`config.mk`:
```
export PLATFORM = sky130hd
export DESIGN_NAME = menu_selector
export DESIGN_NICKNAME = d
export VERILOG_FILES = /design/src/rtl/menu_pkg.sv /design/src/rtl/button_debounce.sv /design/src/rtl/menu_selector.sv
export SDC_FILE = /design/constraint.sdc
export NUM_CORES = 1
export LEC_CHECK = 0
export ABC_AREA = 1
export CAP_MARGIN = 20
export CORE_ASPECT_RATIO = 0.9
export CORE_UTILIZATION = 38
export CTS_CLUSTER_DIAMETER = 40
export DETAILED_ROUTE_END_ITERATION = 10
export GPL_ROUTABILITY_DRIVEN = 1
export PLACE_DENSITY_LB_ADDON = 0.2
export SLEW_MARGIN = 20
export SYNTH_ARGS = -nofsm -noshare
export SYNTH_HDL_FRONTEND = slang
export SYNTH_SLANG_ARGS = --single-unit
```
`constraint.sdc`:
```
create_clock -name i_clk -period 2.9 [get_ports i_clk]
set_input_delay 0.58 -clock i_clk [delete_from_list [all_inputs] [get_ports i_clk]]
set_output_delay 0.58 -clock i_clk [all_outputs]
set_load 0.005 [all_outputs]
```
`src/rtl/menu_pkg.sv`:
```
// rtl/menu_pkg.sv - shared constants and state encoding for the battle-menu selector
package menu_pkg;

    localparam logic [1:0] MENU_FIGHT = 2'd0;
    localparam logic [1:0] MENU_ACT   = 2'd1;
    localparam logic [1:0] MENU_ITEM  = 2'd2;
    localparam logic [1:0] MENU_MERCY = 2'd3;
    localparam logic [1:0] MENU_LAST  = 2'd3;

    typedef enum logic [1:0] {
        DISABLED     = 2'd0,
        ACTIVE       = 2'd1,
        WAIT_RELEASE = 2'd2
    } menu_state_t;

endpackage

```
`src/rtl/button_debounce.sv`:
```
// rtl/button_debounce.sv - 2-flop synchronizer, stability counter and rising-edge pulse for one button
//
// Ports:
//   i_clk    system clock
//   i_rst    asynchronous active-high reset
//   i_raw    raw asynchronous button input
//   o_level  debounced button level
//   o_rise   one-cycle pulse on the debounced 0->1 transition
module button_debounce #(
    parameter int DEBOUNCE_CYCLES = 250000,
    parameter int CNT_W           = 18
) (
    input  logic i_clk,
    input  logic i_rst,
    input  logic i_raw,
    output logic o_level,
    output logic o_rise
);

    localparam logic [CNT_W-1:0] CNT_MAX = CNT_W'(DEBOUNCE_CYCLES - 1);

    logic             sync_1;
    logic             sync_2;
    logic [CNT_W-1:0] cnt;

    always_ff @(posedge i_clk or posedge i_rst) begin
        if (i_rst) begin
            sync_1  <= 1'b0;
            sync_2  <= 1'b0;
            cnt     <= '0;
            o_level <= 1'b0;
            o_rise  <= 1'b0;
        end else begin
            sync_1 <= i_raw;
            sync_2 <= sync_1;
            o_rise <= 1'b0;
            if (sync_2 == o_level) begin
                cnt <= '0;
            end else if (cnt == CNT_MAX) begin
                // Sample has disagreed with the level long enough: accept it.
                o_level <= sync_2;
                o_rise  <= sync_2;
                cnt     <= '0;
            end else begin
                cnt <= cnt + 1'b1;
            end
        end
    end

endmodule

```
`src/rtl/menu_selector.sv`:
```
// rtl/menu_selector.sv - battle-menu input stage: debounced buttons move a 2-bit index and commit a selection
//
// Build option: MENU_WRAP_EN - when defined, left/right moves wrap modulo 4;
// otherwise they saturate at FIGHT(0) and MERCY(3).
//
// Ports:
//   i_clk              system clock
//   i_rst              asynchronous active-high reset
//   i_enable           menu accepts input while high
//   i_left/i_right     raw move buttons
//   i_confirm          raw confirm button
//   o_cursor_position  current menu index (to cursor renderer)
//   o_select_valid     one-cycle strobe when a selection is committed
//   o_select_index     committed index, held between strobes
//   o_active           high while in ACTIVE
module menu_selector
    import menu_pkg::*;
#(
    parameter int DEBOUNCE_CYCLES = 250000,
    parameter int CNT_W           = 18,
    parameter int RESET_POS       = 0
) (
    input  logic       i_clk,
    input  logic       i_rst,
    input  logic       i_enable,
    input  logic       i_left,
    input  logic       i_right,
    input  logic       i_confirm,
    output logic [1:0] o_cursor_position,
    output logic       o_select_valid,
    output logic [1:0] o_select_index,
    output logic       o_active
);

    localparam logic [1:0] RESET_IDX = 2'(RESET_POS);

    logic        left_level, right_level, confirm_level;
    logic        left_rise, right_rise, confirm_rise;
    menu_state_t state;

    button_debounce #(.DEBOUNCE_CYCLES(DEBOUNCE_CYCLES), .CNT_W(CNT_W)) u_left (
        .i_clk(i_clk), .i_rst(i_rst), .i_raw(i_left),
        .o_level(left_level), .o_rise(left_rise)
    );

    button_debounce #(.DEBOUNCE_CYCLES(DEBOUNCE_CYCLES), .CNT_W(CNT_W)) u_right (
        .i_clk(i_clk), .i_rst(i_rst), .i_raw(i_right),
        .o_level(right_level), .o_rise(right_rise)
    );

    button_debounce #(.DEBOUNCE_CYCLES(DEBOUNCE_CYCLES), .CNT_W(CNT_W)) u_confirm (
        .i_clk(i_clk), .i_rst(i_rst), .i_raw(i_confirm),
        .o_level(confirm_level), .o_rise(confirm_rise)
    );

    // Opposing pulses in the same cycle cancel out.
    function automatic logic [1:0] next_position(input logic [1:0] pos,
                                                 input logic left,
                                                 input logic right);
        logic [1:0] r;
        r = pos;
        if (right && !left) begin
`ifdef MENU_WRAP_EN
            r = pos + 2'd1;
`else
            if (pos != MENU_LAST) r = pos + 2'd1;
`endif
        end else if (left && !right) begin
`ifdef MENU_WRAP_EN
            r = pos - 2'd1;
`else
            if (pos != MENU_FIGHT) r = pos - 2'd1;
`endif
        end
        return r;
    endfunction

    always_ff @(posedge i_clk or posedge i_rst) begin
        if (i_rst) begin
            state             <= DISABLED;
            o_cursor_position <= RESET_IDX;
            o_select_valid    <= 1'b0;
            o_select_index    <= 2'd0;
            o_active          <= 1'b0;
        end else begin
            o_select_valid <= 1'b0;
            case (state)
                DISABLED: begin
                    if (i_enable) begin
                        state             <= ACTIVE;
                        o_active          <= 1'b1;
                        o_cursor_position <= RESET_IDX;
                    end
                end
                ACTIVE: begin
                    if (!i_enable) begin
                        state    <= DISABLED;
                        o_active <= 1'b0;
                    end else if (confirm_rise) begin
                        // Confirm wins; commit the pre-move position.
                        state          <= WAIT_RELEASE;
                        o_active       <= 1'b0;
                        o_select_valid <= 1'b1;
                        o_select_index <= o_cursor_position;
                    end else begin
                        o_cursor_position <= next_position(o_cursor_position, left_rise, right_rise);
                    end
                end
                WAIT_RELEASE: begin
                    if (!i_enable) begin
                        state <= DISABLED;
                    end else if (!left_level && !right_level && !confirm_level) begin
                        state    <= ACTIVE;
                        o_active <= 1'b1;
                    end
                end
                default: begin
                    state    <= DISABLED;
                    o_active <= 1'b0;
                end
            endcase
        end
    end

endmodule

```
==> impl_metrics.toml <==
[pwr]
comb_power_share = 0.099
pwr_density_cell_mw_per_mm2 = 536
total_leakage_power_nw = 1.87
netSwitchingFraction = 0.253
power.sequential.fraction = 0.472
power_report.internal_total_w = 0.00178
netSwitchingPower_w = 0.000601
clock_power_share = 0.430
irDropWorstVdd_v = 0.000403

[routing]
antenna_violating_nets_post_route = 0
drt_pre_antenna_iters = 4
routed_via_density = 4.77
detail_route.wl_per_cell_um = 12.0
drc_errors = 0
wl_mm = 7.75
drt_first_iter_violations = 182
via_count = 3070

[floorplan]
die_width_um = 108
number_of_top_level_pins = 12
floorplan.die_area_mm2 = 0.0106
fp.dieH_um = 97.8
core_region_area_mm2 = 0.00978
placement_rows = 34
initial_core_util = 0.396

[status]
run_status = "complete, no violations"

[sta]
finalCriticalPeriod_ns = 1.92
timing.hold.ws_ns = 0.346
period_share = 0.663
timing.final.setup_violations = 0
timing_worst_slew_pin_value_ns = 0.695
slew-limit-headroom = 0.536
setup_tns_ns = 0
maxSlewViolCount = 0
grt_setup_unrepaired = "false"
skew_ns = 0.00773
clock.fmax_ghz = 0.520
hold_viol = 0

[synthesis]
post_synth_inst_count = 490
ys_seq_area_frac = 0.478
average_instance_area_after_synthesis_um2 = 7.91
synth.cell_area_mm2 = 0.00387
netlist-cell-type-count = 28
syn-num-nets = 500
synthesis.yosys.warnings = 0
synth_seq_cells = 74

[finish]
layout_common_cells = "nor2_1, nand2_1, dfrtp_1"
final-instance-count-excl-fill = 644
area_growth_pct = 14.5
final_core_utilization = 0.453
fraction_of_final_layout_cells_sized_beyond_drive_strength_1 = 0.0907
final_nets = 523
insertedDiodeCount = 0
layout_commonest_cell = "nor2_1"

[clocking]
clock_tree.root_cell = "clkbuf_16"
clock_sink_count = 74
h-tree-depth = 3
post_cts_resized = 0
cts-buffers-inserted = 9
cts_tree = "done"
cts.hold.buffers_added = 0
clkSlewWorstSetupHoldPaths_ns = 0.06
clock_path_buffers = 2
clock_insertion_delay_worst_skew_ns = 0.33
cts_post_setup_buffers_inserted = 0

[placement]
dp_cells = 628
global_placement_routability_congestion = 0.834
hpwlAfterDp_mm = 5.62
io_buffer_count = 11

[min_path]
hold_end = "u_left.sync_2"
hp-start = "u_left.sync_1"
worst_hold_path_cells = 0
hold_class = "reg2reg"

[job]
cap_viol_max_count = 0

[worst_setup_path]
critical_path_class = "reg2out"
critPathLaunchType = "register"
timing.rr.start = "u_left.cnt[0]"
slowest_stage = "clkdlybuf4s50_1"
setup_crit_end_kind = "primary output"
timing.critical_path.max_delay_family = "buffers and inverters"
critPathRequiredTime_ns = 2.32
critPathMaxFanout = 8
worst-path-buf-inv = 1
crit_path_max_incr_delay_ns = 0.54
r2r_end = "u_left.cnt[9]"
crit_path_cell_trace = "clkdlybuf4s50_1"
setup_slack_on_the_worst_flop_to_flop_path_ns = 1.36
ff2ff_path_depth = 8
timing.critical_path.arrival_ns = 1.34

[global_route]
vias_in_the_first_global_route = 3019
grt_antenna_before_repair = 0
grt_pass1_wl_mm = 13.9
gr-total-overflow = 0
maximum_number_of_pins_on_one_net_before_global_route_repair = 43
groute.usage.overall = 0.168
## cell type report
cell class / count / area (um2)
clock buffers: 12 / 246
clock inverters: 4 / 27.5
fillers: 992 / 5350
inverters: 51 / 191
multi-input cells: 365 / 1830
flip-flops and latches: 74 / 1850
well taps: 126 / 158
repair buffers: 12 / 130
## synthesized netlist by cell type
cell type    n  area share
inv_2        3      0.0029
nand2_4      1      0.0029
xor2_2       3       0.013
nor2_2       7       0.011
nor3_2       1      0.0026
nor2_4       6       0.017
a21o_1       1      0.0019
dfrtp_1     74        0.48
o21ai_1      1      0.0013
xor2_1      19       0.043
nor2_1     120        0.12
nand3_1     34       0.044
o21ai_0     13       0.017
o211ai_1     1      0.0019
and2_1       2      0.0032
nand2_1    100       0.097
inv_1       48       0.047
xnor2_1      5       0.011
nand3b_1     6       0.012
nand2_2      9       0.015
nor3b_1      3      0.0058
o21bai_1     2      0.0039
a21oi_1      7      0.0090
nor3b_2      1      0.0032
nand4_1      9       0.015
o31ai_1      1      0.0019
ha_1         4       0.013
nor3_1       9       0.012
## sequential cells by signal, summed over array words and instances (netlist names)
| register | cells |
|---|---|
| u_left.o_rise | 1 |
| u_confirm.o_rise | 1 |
| u_left.cnt | 18 |
| u_left.sync_1 | 1 |
| o_select_valid | 1 |
| state | 2 |
| u_left.sync_2 | 1 |
| o_active | 1 |
| o_select_index | 2 |
| u_left.o_level | 1 |
| u_right.cnt | 18 |
| u_right.o_level | 1 |
| u_confirm.o_level | 1 |
| u_confirm.cnt | 18 |
| u_confirm.sync_1 | 1 |
| u_right.o_rise | 1 |
| u_right.sync_2 | 1 |
| u_right.sync_1 | 1 |
| u_confirm.sync_2 | 1 |
| o_cursor_position | 2 |
## logic make-up (layout without fill, tap and decap cells)
family                   after synthesis  after routing  share of synthesized area
adder cells (fa/ha/maj)                4              4                     0.0129
AO/OA/AOI/OAI                         26             26                     0.0368
XOR/XNOR                              27             27                     0.0669
buffers and inverters                 51             79                     0.0494
AND/OR/NAND/NOR                      308            308                      0.356
flip-flops                            74             74                      0.478
## per-layer routing
metal | up-vias | routed length [um] | GRT usage
li1 | 1592 | - | -
met4 | 0 | 95 | 0.0468
met3 | 11 | 288 | 0.0481
met5 | - | 0 | 0
met1 | 1420 | 3910 | 0.237
met2 | 47 | 3460 | 0.252
## worst max-delay path by stage
| stage | startpoint | end | slack (ns) | cells past startpoint |
|---|---|---|---|---|
| 2_1_floorplan | i_rst | o_active | 0.44 | 1 |
| 3_3_place_gp | i_rst | o_select_valid | 1.16 | 3 |
| 3_5_place_dp | i_rst | o_cursor_position[1] | 1.15 | 3 |
| 4_1_cts | o_cursor_position[1] | o_cursor_position[1] | 0.97 | 1 |
| 5_1_grt | o_cursor_position[1] | o_cursor_position[1] | 0.91 | 1 |
| 6_report | o_cursor_position[1] | o_cursor_position[1] | 0.98 | 1 |
## metrics by stage
step                      setup WS, ns  instance area, um2  total power, W
after global routing             0.911                4440         0.00250
after CTS                        0.973                4440         0.00241
after detailed placement          1.15                4160         0.00138
after global placement            1.16                4160         0.00137
after floorplan                  0.438                3870         0.00128
final                            0.978                4440         0.00238
## power groups by stage
stage                     combinational, W  clock, W  sequential, W
final                             0.000234   0.00102        0.00112
after global routing              0.000275   0.00110        0.00113
after CTS                         0.000237   0.00106        0.00112
after detailed placement          0.000236         0        0.00114
after global placement            0.000233         0        0.00114
after floorplan                   0.000152         0        0.00113
(Power assumes the default switching activity.)
